**config.mk**
```make
export PLATFORM = sky130hd
export DESIGN_NAME = mem_cmd_frontend_flat
export DESIGN_NICKNAME = d
export VERILOG_FILES = /design/src/rtl/mem_cmd_frontend_if.sv /design/src/rtl/mem_cmd_frontend.sv /design/src/flat_wrapper.sv
export SDC_FILE = /design/constraint.sdc
export NUM_CORES = 1
export LEC_CHECK = 0
export ABC_AREA = 0
export CAP_MARGIN = 20
export CORE_ASPECT_RATIO = 0.5
export CORE_MARGIN = 2
export CORE_UTILIZATION = 32
export CTS_CLUSTER_DIAMETER = 120
export DETAILED_ROUTE_END_ITERATION = 6
export DONT_BUFFER_PORTS = 1
export PLACE_DENSITY = 0.55
export SKIP_CTS_REPAIR_TIMING = 1
export SYNTH_ARGS = -nofsm -noshare
export SYNTH_HDL_FRONTEND = slang
export SYNTH_SLANG_ARGS = --single-unit
```
**constraint.sdc**
```tcl
create_clock -name clk -period 4.6 [get_ports clk]
set_input_delay 0.46 -clock clk [delete_from_list [all_inputs] [get_ports clk]]
set_output_delay 0.46 -clock clk [all_outputs]
set_load 0.03 [all_outputs]
```
**src/rtl/mem_cmd_frontend_if.sv**
```systemverilog
// Client-side command/response handshake bundle for mem_cmd_frontend.
// The master modport is the requesting client; the slave modport is the frontend.
interface mem_cmd_frontend_if #(
  parameter int ADDR_W = 8,
  parameter int DATA_W = 32
);
  logic              req_valid;
  logic              req_ready;
  logic              req_write;
  logic [ADDR_W-1:0] req_addr;
  logic [DATA_W-1:0] req_wdata;
  logic              rsp_valid;
  logic              rsp_ready;
  logic [DATA_W-1:0] rsp_rdata;

  modport master (
    output req_valid, req_write, req_addr, req_wdata, rsp_ready,
    input  req_ready, rsp_valid, rsp_rdata
  );

  modport slave (
    input  req_valid, req_write, req_addr, req_wdata, rsp_ready,
    output req_ready, rsp_valid, rsp_rdata
  );
endinterface

```
**src/rtl/mem_cmd_frontend.sv**
```systemverilog
// Command FIFO + in-order issue + response FIFO in front of the 256x32 memory controller.
// Optional MEM_FE_STATS_EN adds saturating issued-write/read counters with a clear input.
module mem_cmd_frontend #(
  parameter int CMD_DEPTH = 4,
  parameter int RSP_DEPTH = 4,
  parameter int ADDR_W    = 8,
  parameter int DATA_W    = 32
) (
  input  logic                         clk,
  input  logic                         reset,
  mem_cmd_frontend_if.slave            client,
  output logic [ADDR_W-1:0]            mem_write_address,
  output logic [ADDR_W-1:0]            mem_read_address,
  output logic [DATA_W-1:0]            mem_data_in,
  output logic                         mem_write_enable,
  output logic                         mem_read_enable,
  input  logic [DATA_W-1:0]            mem_data_out,
  output logic [$clog2(CMD_DEPTH):0]   cmd_count
`ifdef MEM_FE_STATS_EN
  ,
  input  logic                         stat_clr,
  output logic [15:0]                  stat_wr_cnt,
  output logic [15:0]                  stat_rd_cnt
`endif
);
  localparam int CAW = $clog2(CMD_DEPTH);
  localparam int RAW = $clog2(RSP_DEPTH);
  localparam logic [RAW+1:0] RSP_LIM = RSP_DEPTH[RAW+1:0];

  logic              cmd_write_q [CMD_DEPTH];
  logic [ADDR_W-1:0] cmd_addr_q  [CMD_DEPTH];
  logic [DATA_W-1:0] cmd_data_q  [CMD_DEPTH];
  logic [DATA_W-1:0] rsp_data_q  [RSP_DEPTH];

  logic [CAW:0] cmd_wr_ptr, cmd_rd_ptr;
  logic [RAW:0] rsp_wr_ptr, rsp_rd_ptr, rsp_count;
  logic [1:0]   rd_inflight;
  logic         rd_vld_p1;
  logic         cmd_full, cmd_empty, cmd_push, cmd_pop;
  logic         rsp_push, rsp_pop, rsp_empty, rsp_room;
  logic         issue_wr, issue_rd;
  logic              head_write;
  logic [ADDR_W-1:0] head_addr;
  logic [DATA_W-1:0] head_data;

  assign cmd_empty = (cmd_wr_ptr == cmd_rd_ptr);
  assign cmd_full  = (cmd_wr_ptr[CAW] != cmd_rd_ptr[CAW]) &&
                     (cmd_wr_ptr[CAW-1:0] == cmd_rd_ptr[CAW-1:0]);
  assign client.req_ready = !cmd_full;
  assign cmd_push  = client.req_valid && !cmd_full;

  assign head_write = cmd_write_q[cmd_rd_ptr[CAW-1:0]];
  assign head_addr  = cmd_addr_q[cmd_rd_ptr[CAW-1:0]];
  assign head_data  = cmd_data_q[cmd_rd_ptr[CAW-1:0]];

  // A read may only leave the FIFO if its response slot is already guaranteed.
  assign rsp_room = ({1'b0, rsp_count} + {{RAW{1'b0}}, rd_inflight}) < RSP_LIM;
  assign issue_wr = !cmd_empty && head_write;
  assign issue_rd = !cmd_empty && !head_write && rsp_room;
  assign cmd_pop  = issue_wr || issue_rd;

  assign rsp_empty        = (rsp_wr_ptr == rsp_rd_ptr);
  assign client.rsp_valid = !rsp_empty;
  assign client.rsp_rdata = rsp_data_q[rsp_rd_ptr[RAW-1:0]];
  assign rsp_pop          = !rsp_empty && client.rsp_ready;
  assign rsp_push         = rd_vld_p1;

  always_ff @(posedge clk) begin
    if (cmd_push) begin
      cmd_write_q[cmd_wr_ptr[CAW-1:0]] <= client.req_write;
      cmd_addr_q[cmd_wr_ptr[CAW-1:0]]  <= client.req_addr;
      cmd_data_q[cmd_wr_ptr[CAW-1:0]]  <= client.req_wdata;
    end
    if (rsp_push) rsp_data_q[rsp_wr_ptr[RAW-1:0]] <= mem_data_out;
  end

  always_ff @(posedge clk or posedge reset) begin
    if (reset) begin
      cmd_wr_ptr <= '0;
      cmd_rd_ptr <= '0;
      cmd_count  <= '0;
    end else begin
      if (cmd_push) cmd_wr_ptr <= cmd_wr_ptr + {{CAW{1'b0}}, 1'b1};
      if (cmd_pop)  cmd_rd_ptr <= cmd_rd_ptr + {{CAW{1'b0}}, 1'b1};
      case ({cmd_push, cmd_pop})
        2'b10:   cmd_count <= cmd_count + {{CAW{1'b0}}, 1'b1};
        2'b01:   cmd_count <= cmd_count - {{CAW{1'b0}}, 1'b1};
        default: ;
      endcase
    end
  end

  // Issue stage: registered controller port, one command per cycle.
  always_ff @(posedge clk or posedge reset) begin
    if (reset) begin
      mem_write_enable  <= 1'b0;
      mem_read_enable   <= 1'b0;
      mem_write_address <= '0;
      mem_read_address  <= '0;
      mem_data_in       <= '0;
    end else begin
      mem_write_enable <= issue_wr;
      mem_read_enable  <= issue_rd;
      if (issue_wr) begin
        mem_write_address <= head_addr;
        mem_data_in       <= head_data;
      end
      if (issue_rd) mem_read_address <= head_addr;
    end
  end

  // Return stage: controller data_out is valid the cycle after read_enable was sampled.
  always_ff @(posedge clk or posedge reset) begin
    if (reset) begin
      rd_vld_p1   <= 1'b0;
      rd_inflight <= '0;
      rsp_wr_ptr  <= '0;
      rsp_rd_ptr  <= '0;
      rsp_count   <= '0;
    end else begin
      rd_vld_p1 <= mem_read_enable;
      case ({issue_rd, rsp_push})
        2'b10:   rd_inflight <= rd_inflight + 2'd1;
        2'b01:   rd_inflight <= rd_inflight - 2'd1;
        default: ;
      endcase
      if (rsp_push) rsp_wr_ptr <= rsp_wr_ptr + {{RAW{1'b0}}, 1'b1};
      if (rsp_pop)  rsp_rd_ptr <= rsp_rd_ptr + {{RAW{1'b0}}, 1'b1};
      case ({rsp_push, rsp_pop})
        2'b10:   rsp_count <= rsp_count + {{RAW{1'b0}}, 1'b1};
        2'b01:   rsp_count <= rsp_count - {{RAW{1'b0}}, 1'b1};
        default: ;
      endcase
    end
  end

`ifdef MEM_FE_STATS_EN
  function automatic logic [15:0] sat_inc(input logic [15:0] v);
    return (v == 16'hFFFF) ? v : v + 16'd1;
  endfunction

  always_ff @(posedge clk or posedge reset) begin
    if (reset) begin
      stat_wr_cnt <= '0;
      stat_rd_cnt <= '0;
    end else if (stat_clr) begin
      stat_wr_cnt <= '0;
      stat_rd_cnt <= '0;
    end else begin
      if (issue_wr) stat_wr_cnt <= sat_inc(stat_wr_cnt);
      if (issue_rd) stat_rd_cnt <= sat_inc(stat_rd_cnt);
    end
  end
`endif
endmodule

```
**src/flat_wrapper.sv**
```systemverilog
// flat-port wrapper written by rule: the top's interface ports become plain ports
module mem_cmd_frontend_flat 
#(
  parameter int CMD_DEPTH = 4,
  parameter int RSP_DEPTH = 4,
  parameter int ADDR_W    = 8,
  parameter int DATA_W    = 32
)
  (clk, reset, mem_write_address, mem_read_address, mem_data_in, mem_write_enable, mem_read_enable, mem_data_out, cmd_count, client_req_valid, client_req_write, client_req_addr, client_req_wdata, client_rsp_ready, client_req_ready, client_rsp_valid, client_rsp_rdata);
  mem_cmd_frontend_if #(.ADDR_W(ADDR_W), .DATA_W(DATA_W)) client_i ();
  input  logic clk;
  input  logic reset;
  output logic [ADDR_W-1:0] mem_write_address;
  output logic [ADDR_W-1:0] mem_read_address;
  output logic [DATA_W-1:0] mem_data_in;
  output logic mem_write_enable;
  output logic mem_read_enable;
  input  logic [DATA_W-1:0] mem_data_out;
  output logic [$clog2(CMD_DEPTH):0] cmd_count;
  input wire logic [$bits(client_i.req_valid)-1:0] client_req_valid;
  input wire logic [$bits(client_i.req_write)-1:0] client_req_write;
  input wire logic [$bits(client_i.req_addr)-1:0] client_req_addr;
  input wire logic [$bits(client_i.req_wdata)-1:0] client_req_wdata;
  input wire logic [$bits(client_i.rsp_ready)-1:0] client_rsp_ready;
  output wire logic [$bits(client_i.req_ready)-1:0] client_req_ready;
  output wire logic [$bits(client_i.rsp_valid)-1:0] client_rsp_valid;
  output wire logic [$bits(client_i.rsp_rdata)-1:0] client_rsp_rdata;
  assign client_i.req_valid = client_req_valid;
  assign client_i.req_write = client_req_write;
  assign client_i.req_addr = client_req_addr;
  assign client_i.req_wdata = client_req_wdata;
  assign client_i.rsp_ready = client_rsp_ready;
  assign client_req_ready = client_i.req_ready;
  assign client_rsp_valid = client_i.rsp_valid;
  assign client_rsp_rdata = client_i.rsp_rdata;
  mem_cmd_frontend #(.CMD_DEPTH(CMD_DEPTH), .RSP_DEPTH(RSP_DEPTH), .ADDR_W(ADDR_W), .DATA_W(DATA_W)) u_core (.clk(clk), .reset(reset), .client(client_i), .mem_write_address(mem_write_address), .mem_read_address(mem_read_address), .mem_data_in(mem_data_in), .mem_write_enable(mem_write_enable), .mem_read_enable(mem_read_enable), .mem_data_out(mem_data_out), .cmd_count(cmd_count));
endmodule
```
==> results of run 1 <==
critical path, cell delays in order (launching register included):
cell	delay, ns
dfrtp_2	0.63
buf_4	0.42
mux4_2	0.58
nand3b_1	0.57
ha_1	0.45
xnor2_1	0.13
nor2_1	0.11
xor2_1	0.15
cells by family (layout without fill, tap and decap cells):
| kind of cell | Yosys count | in the layout | synth area share |
|---|---|---|---|
| DFF | 363 | 363 | 0.777 |
| and+or+nand+nor | 23 | 23 | 0.00931 |
| xor gates and xnor gates | 23 | 23 | 0.0148 |
| AOI/OAI and AO/OA | 6 | 6 | 0.00286 |
| muxes | 125 | 125 | 0.166 |
| other | 0 | 1 | 0 |
| adders and majority gates | 16 | 16 | 0.0159 |
| buffers and inverters | 40 | 134 | 0.0140 |
flip-flops by register name (all words and copies together) (netlist names), 4 cells and up:
signal	flops
u_core.cmd_addr_q	32
u_core.cmd_data_q	128
u_core.mem_read_address	8
u_core.mem_data_in	32
u_core.rsp_data_q	128
u_core.cmd_write_q	4
u_core.mem_write_address	8
metrics by stage:
| step | power, mW | hold slack [ns] |
|---|---|---|
| 2_1_floorplan | 6.34 | 0.442 |
| 5_1_grt | 10.0 | 0.00316 |
| 4_1_cts | 9.64 | -0.200 |
| 3_3_place_gp | 6.78 | 0.364 |
| 3_5_place_dp | 6.87 | 0.376 |
| 6_report | 9.52 | 0.0285 |
power groups by stage:
stage / registers [mW] / logic [mW] / clock network, mW
5_1_grt: 4.92 / 2.10 / 2.97
3_3_place_gp: 4.93 / 1.84 / 0
6_report: 4.86 / 1.91 / 2.75
3_5_place_dp: 4.95 / 1.92 / 0
4_1_cts: 4.88 / 1.92 / 2.84
2_1_floorplan: 4.79 / 1.54 / 0
worst paths after layout:
path | depth (start not counted) | slack [ns] | end | startpoint
worst max-delay path | 7 | 1.47 | u_core.rd_inflight[1] | u_core.cmd_rd_ptr[0]
worst min-delay path | 0 | 0.03 | u_core.rsp_data_q[1][10] | mem_data_out[10]
worst max register to register | 7 | 1.47 | u_core.rd_inflight[1] | u_core.cmd_rd_ptr[0]
worst min register to register | 1 | 0.48 | u_core.rsp_count[2] | u_core.rsp_count[2]
max in group asynchronous | 3 | 3.19 | u_core.rsp_rd_ptr[0] | reset
min in group asynchronous | 2 | 0.40 | u_core.mem_read_address[0] | reset
synthesized netlist by cell type (2+ instances only):
cell,count
edfxtp_1,292
mux4_2,73
dfrtp_1,71
mux2_2,42
inv_1,17
ha_1,14
xnor2_1,13
xor2_1,10
clkbuf_1,9
and2_1,8
buf_2,8
mux2_4,8
buf_4,4
nand2_1,4
nand3_1,4
nor2_1,3
o21ai_0,3
buf_6,2
fa_1,2
mux2i_1,2
nand3b_1,2
area by class of cell:
class / instances / area (sq um) / area share
timing repair buffer: 54 / 563 / 0.0356
tap: 577 / 722 / 0.0456
clock buffer: 41 / 908 / 0.0574
sequential: 363 / 10600 / 0.666
multi-input combinational: 193 / 2850 / 0.180
antenna: 1 / 2.50 / 0.000158
clock inverter: 22 / 173 / 0.0109
inverter: 17 / 65.1 / 0.00411
metal layers:
layer,vias up,wire length (um),GRT usage
li1,2528,-,-
met1,3077,10000,0.131
met2,95,13700,0.210
met3,35,1350,0.0368
met4,2,458,0.0317
met5,-,11,0
==> qor.csv, run 1 <==
stage;metric;value;unit
final_layout;Fillers;3794;
power;Combinational Power Share;0.201;
die;Die Wd;295;um
drt;routed length per instance;20.2;um
global_route;GRT overflow;0;
final_layout;layout cells sized above 1;0.287;
yosys;top post-synthesis cells by area;edfxtp_1, dfrtp_1, mux4_2;
yosys;mapped cell area;13600;sq um
clock_tree;Longest Clk Path Bufs;3;
die;core box area;41900;sq um
job;Max-Cap Viols;0;
drt;1st-pass router iterations;4;
final_layout;most common cell after layout, fill and taps aside;edfxtp_1;
sta;Final min period;3.13;ns
die;Die Area;44200;sq um
power;switching power;2.82;mW
final_layout;Post-Layout Cell Count;1268;
yosys;syn_nets;689;
yosys;number of enable flip-flop cells after synthesis;292;
yosys;fraction of registers with async set/reset;0.196;
sta;pin slew with the least headroom to its limit;1.06;ns
global_route;first-pass GRT wire length;37800;um
critical_path;Crit. End Element;register;
power;leakage;5.33;nW
placement;# port buffers;0;
die;# rows;53;
clock_tree;total CTS buffers;35;
die;Initial Util;0.324;
placement;hpwl dp;15300;um
sta;maximum clock rate;0.319;GHz
power;Sequential Power Share;0.510;
power;Int Pwr;6.70;mW
drt;Detailed Route WL;25600;um
yosys;Mapped Cells;596;
sta;endpoints failing hold;0;
drt;Antenna Nets Post-Route;0;
sta;setup tns final;0;ns
worst_hold_path;Hold WC Path Type;input port to register;
drt;Via Count;5737;
sta;Slew headroom;0.292;
power;Sw Ratio;0.296;
drt;DRC;0;
power;Peak supply drop;0.000237;V
placement;routability congestion estimate;0.659;
drt;Starting DRT DRC Count;337;
final_layout;fin area;15800;sq um
outcome;status;complete, no violations;
yosys;Synth top area share;0.646;
clock_tree;CTS tree;built;
yosys;sequential share of the synthesized area;0.777;
yosys;cell taking the most area after synthesis;edfxtp_1;
yosys;Yosys warning total;0;
placement;dpl ws;1.39;ns
final_layout;Final #Nets;757;
sta;final setup margin;1.47;ns
clock_tree;Clock Latency Late Sink;0.53;ns
drt;DR vias/cell;4.52;
final_layout;most frequent cells in the layout;edfxtp_1, mux4_2, dfrtp_1;
clock_tree;Root Driver;clkbuf_16;
sta;Final Slew Violations;0;
sta;Worst Skew;0.0196;ns
placement;Area after DPL;14300;sq um
critical_path;crit-path max FO;17;
yosys;library cells used by synthesis;26;
power;power share of the clock group;0.289;
yosys;Primary FF master, synth;edfxtp_1;
clock_tree;Clock Sinks;363;
global_route;antenna violations before repair;2;
critical_path;Worst EP arrival;3.58;ns
yosys;Synth Register Bits;363;
placement;Cells after DPL;1160;
sta;period utilisation layout;0.681;
sta;setup violators final;0;
clock_tree;Reg clk slew, reported paths;0.07;ns
final_layout;Syn-to-layout area delta;16.7;%
clock_tree;CTS H-tree lvls;2;
critical_path;Critical Path RT;5.05;ns
final_layout;Final Util;0.378;
yosys;syn_area_per_cell;22.8;sq um
die;# IOs;164;
power;Power Dens Cells;601;nW/um^2
die;Vert. Die Dim;150;um
sta;RSZ-0062 raised after global routing;no;
global_route;largest net degree at the start of global routing;46;
global_route;vias in the first global route;6019;
global_route;GRT Total Usage;0.115;
critical_path;critical path class;register to register;
critical_path;critical path startpoint category;register;
(Power assumes the default switching activity.)
==> run 2: changes to the inputs <==
==> constraint.sdc (replaced) <==
create_clock -name clk -period 3.15 [get_ports clk]
set_input_delay 0.315 -clock clk [delete_from_list [all_inputs] [get_ports clk]]
set_output_delay 0.315 -clock clk [all_outputs]
set_load 0.03 [all_outputs]
==> run 2 against run 1 <==
Die area unchanged. Hold slack improved by 0.12 ns. Critical path depth is 3 higher. Critical path type unchanged. First-iteration DRC count is 26% lower.
==> qor.csv, run 2 (synthesis gave the netlist of run 1 again) <==
stage;metric;value;unit;change
drt;Antenna Nets Post-Route;0;;unchanged
worst_hold_path;Hold WC Path Type;input port to register;;
clock_tree;Clock Sinks;363;;unchanged
clock_tree;CTS tree;built;;
clock_tree;Reg clk slew, reported paths;0.06;ns;about the same
sta;setup tns final;0;ns;unchanged
placement;hpwl dp;15300;um;+0.11%
sta;setup violators final;0;;unchanged
sta;Final Slew Violations;0;;unchanged
sta;Slew headroom;0.343;;+0.0513
sta;pin slew with the least headroom to its limit;0.986;ns;-0.0769 ns
critical_path;worst stage delay on the critical path;0.40;ns;-0.23 ns
critical_path;Worst EP arrival;2.98;ns;-0.60 ns
clock_tree;Longest Clk Path Bufs;3;;unchanged
critical_path;critical path startpoint category;register;;
sta;period utilisation layout;0.802;;+0.121
final_layout;most common cell after layout, fill and taps aside;edfxtp_1;;
drt;Detailed Route WL;25900;um;+1.4%
final_layout;layout cells sized above 1;0.286;;-0.000463
sta;Final min period;2.53;ns;-0.606 ns
global_route;GRT Total Usage;0.116;;+0.000803
sta;WHS;0.145;ns;+0.117 ns
critical_path;worst path cell trace;ha_1, a311oi_1, or2_1, and2_4, ha_1, inv_1, fa_1, xor2_1, nor2_1, xor2_1;;
final_layout;Antenna Cells;0;;-1
clock_tree;Clock Latency Late Sink;0.53;ns;about the same
critical_path;crit-path max FO;3;;-14
placement;# port buffers;0;;unchanged
global_route;largest net degree at the start of global routing;35;;-24%
die;Die Area;44200;sq um;unchanged
sta;maximum clock rate;0.396;GHz;+24%
sta;RSZ-0062 raised after global routing;no;;
drt;Via Count;5900;;+2.8%
power;Peak supply drop;0.000424;V;+79%
global_route;antenna violations before repair;1;;-1
clock_tree;Root Driver;clkbuf_16;;
final_layout;Final #Nets;798;;+5.4%
die;Die Wd;295;um;unchanged
final_layout;most frequent cells in the layout;edfxtp_1, dlygate4sd3_1, mux4_2;;
global_route;GRT overflow;0;;unchanged
final_layout;Post-Layout Cell Count;1310;;+3.3%
critical_path;Crit. End Element;register;;
placement;routability congestion estimate;0.692;;+4.9%
power;leakage;5.53;nW;+3.9%
sta;Worst Skew;0.0179;ns;-0.00170 ns
sta;endpoints failing hold;0;;unchanged
die;core box area;41900;sq um;unchanged
die;# rows;53;;unchanged
clock_tree;CTS H-tree lvls;2;;unchanged
power;Power Dens Cells;873;nW/um^2;+45%
placement;Cells after DPL;1169;;+0.78%
final_layout;Syn-to-layout area delta;19.8;%;
global_route;first-pass GRT wire length;38100;um;+0.77%
job;Max-Cap Viols;0;;unchanged
outcome;status;complete, no violations;;
global_route;vias in the first global route;6161;;+2.4%
drt;Starting DRT DRC Count;250;;-26%
drt;routed length per instance;19.8;um;-1.9%
clock_tree;total CTS buffers;36;;+2.9%
die;# IOs;164;;unchanged
critical_path;critical path class;register to register;;
die;Vert. Die Dim;150;um;unchanged
critical_path;slowest stage cell, crit path;dfrtp_1;;
drt;1st-pass router iterations;4;;unchanged
final_layout;FF/Latch Area;10600;sq um;unchanged
final_layout;Fillers;3808;;+0.37%
drt;DR vias/cell;4.50;;-0.46%
die;Initial Util;0.324;;unchanged
drt;DRC;0;;unchanged
critical_path;Critical Path RT;3.61;ns;-1.44 ns
final_layout;area of the multi-input gates;2850;sq um;unchanged
-- run 2: path summary, 6_finish.rpt --
kind                            slack [ns]  cells after the start                     to             startpoint
worst min-delay path                  0.15                      3   u_core.cmd_wr_ptr[0]       client_req_valid
max in group asynchronous             2.08                      3  u_core.mem_data_in[4]                  reset
min in group asynchronous             0.29                      2   u_core.rsp_wr_ptr[0]                  reset
worst max-delay path                  0.62                     10    u_core.cmd_count[2]  u_core.rd_inflight[1]
worst max register to register        0.62                     10    u_core.cmd_count[2]  u_core.rd_inflight[1]
worst min register to register        0.49                      1   u_core.cmd_wr_ptr[2]   u_core.cmd_wr_ptr[2]
-- run 2: stage by stage --
step | area, sq um | setup slack, ns | total power [mW] | utilization
3_3_place_gp | 14300 | 0.651 | 9.95 | 0.342
5_1_grt | 16300 | 0.454 | 14.9 | 0.388
2_1_floorplan | 13600 | 0.577 | 9.26 | -
4_1_cts | 15500 | 0.512 | 14.4 | 0.370
3_5_place_dp | 14300 | 0.601 | 10.0 | 0.342
6_report | 16300 | 0.625 | 14.2 | 0.388
-- run 2: layout make-up --
| cell class | instances | share of cell area |
|---|---|---|
| Sequential cell | 363 | 0.649 |
| Multi-Input combinational cell | 193 | 0.175 |
| Clock buffer | 50 | 0.0605 |
| Timing Repair Buffer | 94 | 0.0557 |
| Tap cell | 577 | 0.0444 |
| Clock inverter | 16 | 0.0116 |
| Inverter | 17 | 0.00400 |
-- run 2: critical path: cells and delay by family, from the launching register on --
kind | cells | cell delay (ns)
simple gates | 3 | 0.45
fa+ha+maj | 3 | 0.86
xor+xnor | 2 | 0.29
compound gates | 1 | 0.40
flops | 1 | 0.40
buf+inv | 1 | 0.06
-- run 2: report_power, final --
| part | switching, mW | internal (mW) | total (mW) |
|---|---|---|---|
| registers | 0.999 | 6.08 | 7.08 |
| clock network | 1.80 | 2.46 | 4.26 |
| logic | 1.38 | 1.47 | 2.86 |
| total | 4.19 | 10.0 | 14.2 |
-- run 2: per-layer routing --
layer  routed length [um]  vias up  global-route usage
li1                     -     2619                   -
met1                10300     3143               0.131
met2                13900       99               0.214
met3                 1240       37              0.0352
met4                  492        2              0.0335
met5                   16        -                   0
==> run 3: changes to the inputs <==
==> constraint.sdc (replaced) <==
create_clock -name clk -period 2.65 [get_ports clk]
set_input_delay 0.265 -clock clk [delete_from_list [all_inputs] [get_ports clk]]
set_output_delay 0.265 -clock clk [all_outputs]
set_load 0.03 [all_outputs]
==> run 3 against run 2 <==
First-iteration DRC count is 33% higher. Die area stayed put. Highest routed layer is now met4. Hold slack better by 0.0043 ns. Combinational power is 22% higher. Sequential power is 18% higher. Non-clock buffer count is 5 higher. Global-route usage hardly changed. Clock skew is 0.0015 ns higher. Sequential share of layout area is 0.25 points lower. Utilization is 0.15 points higher. Power is 18% higher. Routed wire length is 1.2% lower. Largest power group unchanged.
==> qor.csv, run 3 (synthesis gave the netlist of run 1 again) <==
stage;metric;value;unit;change
sta;Final Slew Violations;0;;unchanged
critical_path;Reg2Reg Launch Point;u_core.rd_inflight[1];;
critical_path;critical path class;register to register;;
final_layout;Fillers;3780;;-0.74%
sta;setup tns final;0;ns;unchanged
critical_path;slowest stage cell, crit path;dfrtp_1;;
final_layout;Final #Nets;802;;+0.50%
sta;pin slew with the least headroom to its limit;0.759;ns;-0.227 ns
final_layout;layout cells sized above 1;0.286;;-0.000780
sta;Final min period;2.46;ns;-0.0690 ns
sta;WHS;0.150;ns;+0.00429 ns
placement;routability congestion estimate;0.676;;-2.3%
power;leakage;5.55;nW;+0.36%
outcome;status;complete, no violations;;
critical_path;Crit. End Element;register;;
critical_path;buffers and inverters on the worst path;1;;unchanged
global_route;vias in the first global route;6169;;+0.13%
drt;DRC;0;;unchanged
drt;Max Used Layer;met4;;
power;Tot Pwr;16.8;mW;+18%
die;Vert. Die Dim;150;um;unchanged
critical_path;crit-path max FO;3;;unchanged
sta;Slew headroom;0.494;;+0.151
critical_path;Reg2Reg Setup Slack;0.19;ns;-0.43 ns
power;Power Dens Cells;1030;nW/um^2;+18%
die;Initial Util;0.324;;unchanged
final_layout;FF/Latch Area;10600;sq um;unchanged
clock_tree;Root Driver;clkbuf_16;;
global_route;first-pass GRT wire length;38200;um;+0.31%
global_route;largest net degree at the start of global routing;43;;+23%
critical_path;critical path startpoint category;register;;
die;# IOs;164;;unchanged
sta;period utilisation layout;0.927;;+0.125
final_layout;area of the multi-input gates;2860;sq um;+0.22%
drt;1st-pass router iterations;4;;unchanged
clock_tree;CTS tree;built;;
clock_tree;total CTS buffers;35;;-2.8%
drt;metal3 WL;1390;um;+11%
final_layout;Post-Layout Cell Count;1313;;+0.23%
clock_tree;Clock Sinks;363;;unchanged
critical_path;Reg2Reg Depth;10;;unchanged
placement;# port buffers;0;;unchanged
sta;endpoints failing hold;0;;unchanged
critical_path;Worst EP arrival;2.90;ns;-0.08 ns
sta;Worst Skew;0.0194;ns;+0.00154 ns
worst_hold_path;Hold Path Sink;u_core.cmd_wr_ptr[0];;
drt;routed wl met2;13200;um;-4.8%
clock_tree;CTS H-tree lvls;2;;unchanged
job;Max-Cap Viols;0;;unchanged
placement;hpwl dp;15100;um;-1.8%
clock_tree;Reg clk slew, reported paths;0.06;ns;about the same
die;core box area;41900;sq um;unchanged
worst_hold_path;Hold WC Path Type;input port to register;;
final_layout;most frequent cells in the layout;edfxtp_1, dlygate4sd3_1, mux4_2;;
drt;M1 WL;10600;um;+2.9%
placement;Cells after DPL;1174;;+0.43%
global_route;GRT Total Usage;0.116;;about the same
worst_hold_path;worst hold path stage count;4;;+1
drt;Antenna Nets Post-Route;0;;unchanged
critical_path;kind of cell adding the most delay to the critical path;adder cells;;
drt;Via Count;5917;;+0.29%
critical_path;worst path cell trace;ha_1, a311oi_2, or2_1, and2_4, ha_1, inv_1, fa_1, xor2_1, nor2_1, xor2_1;;
final_layout;most common cell after layout, fill and taps aside;edfxtp_1;;
drt;Starting DRT DRC Count;333;;+33%
drt;DR vias/cell;4.51;;about the same
critical_path;worst stage delay on the critical path;0.40;ns;about the same
die;Die Wd;295;um;unchanged
critical_path;end of the worst register-to-register path;u_core.cmd_count[2];;
clock_tree;Longest Clk Path Bufs;3;;unchanged
global_route;GRT overflow;0;;unchanged
clock_tree;Clock Latency Late Sink;0.53;ns;about the same
global_route;antenna violations before repair;1;;unchanged
critical_path;Critical Path RT;3.09;ns;-0.52 ns
drt;Detailed Route WL;25600;um;-1.2%
die;# rows;53;;unchanged
drt;routed length per instance;19.5;um;-1.4%
sta;setup violators final;0;;unchanged
final_layout;Syn-to-layout area delta;20.3;%;
worst_hold_path;hold path start;client_req_valid;;
power;Peak supply drop;0.000432;V;+1.8%
die;Die Area;44200;sq um;unchanged
sta;RSZ-0062 raised after global routing;no;;
sta;maximum clock rate;0.407;GHz;+2.8%
run 3: cell types whose count changed in the layout (fill, tap and decap cells not counted), sizes merged:
cell | previous run | this run
buf | 19 | 24
clkbuf | 50 | 51
clkinv | 10 | 7
clkinvlp | 1 | 0
diode | 0 | 1
run 3: layout make-up:
| cell class | instances | share of cell area |
|---|---|---|
| sequential | 363 | 0.646 |
| multi-input combinational | 193 | 0.175 |
| timing repair buffer | 99 | 0.0616 |
| clock buffer | 51 | 0.0585 |
| tap | 577 | 0.0442 |
| clock inverter | 12 | 0.0104 |
| inverter | 17 | 0.00398 |
| antenna | 1 | 0.000153 |
run 3: worst max path at each step:
stage	cells past startpoint	from	to
global placement	10	u_core.rd_inflight[1]	u_core.cmd_count[2]
detailed placement	10	u_core.rd_inflight[1]	u_core.cmd_count[2]
finish	10	u_core.rd_inflight[1]	u_core.cmd_count[2]
global route	10	u_core.rd_inflight[1]	u_core.cmd_count[2]
floorplan	4	u_core.cmd_rd_ptr[1]	u_core.cmd_addr_q[3][0]
CTS	10	u_core.rd_inflight[1]	u_core.cmd_count[2]
run 3: per-stage QoR:
stage	utilization	setup WS, ns	instance area, sq um
after global routing	0.390	0.0423	16300
after global placement	0.345	0.166	14400
final	0.390	0.194	16300
after floorplan	-	0.0770	13600
after detailed placement	0.345	0.162	14400
after CTS	0.372	0.127	15600
run 3: per-layer routing:
metal  vias to the layer above  track usage
li1                       2621            -
met1                      3165        0.136
met2                        91        0.207
met3                        40       0.0398
met4                         0       0.0284
met5                         -            0
run 3: worst reg2reg max path, delay by kind of cell, from the launching register on:
family,cells,cell delay (ns)
AO/OA/AOI/OAI,1,0.34
flip-flops,1,0.40
adder cells (fa/ha/maj),3,0.85
XOR/XNOR,2,0.29
buffers and inverters,1,0.06
AND/OR/NAND/NOR,3,0.44
run 3: power breakdown:
group          internal (mW)  switching, mW  leakage (nW)
clock                   2.84           2.08         0.548
sequential              7.22           1.14          3.52
combinational           1.79           1.71          1.49
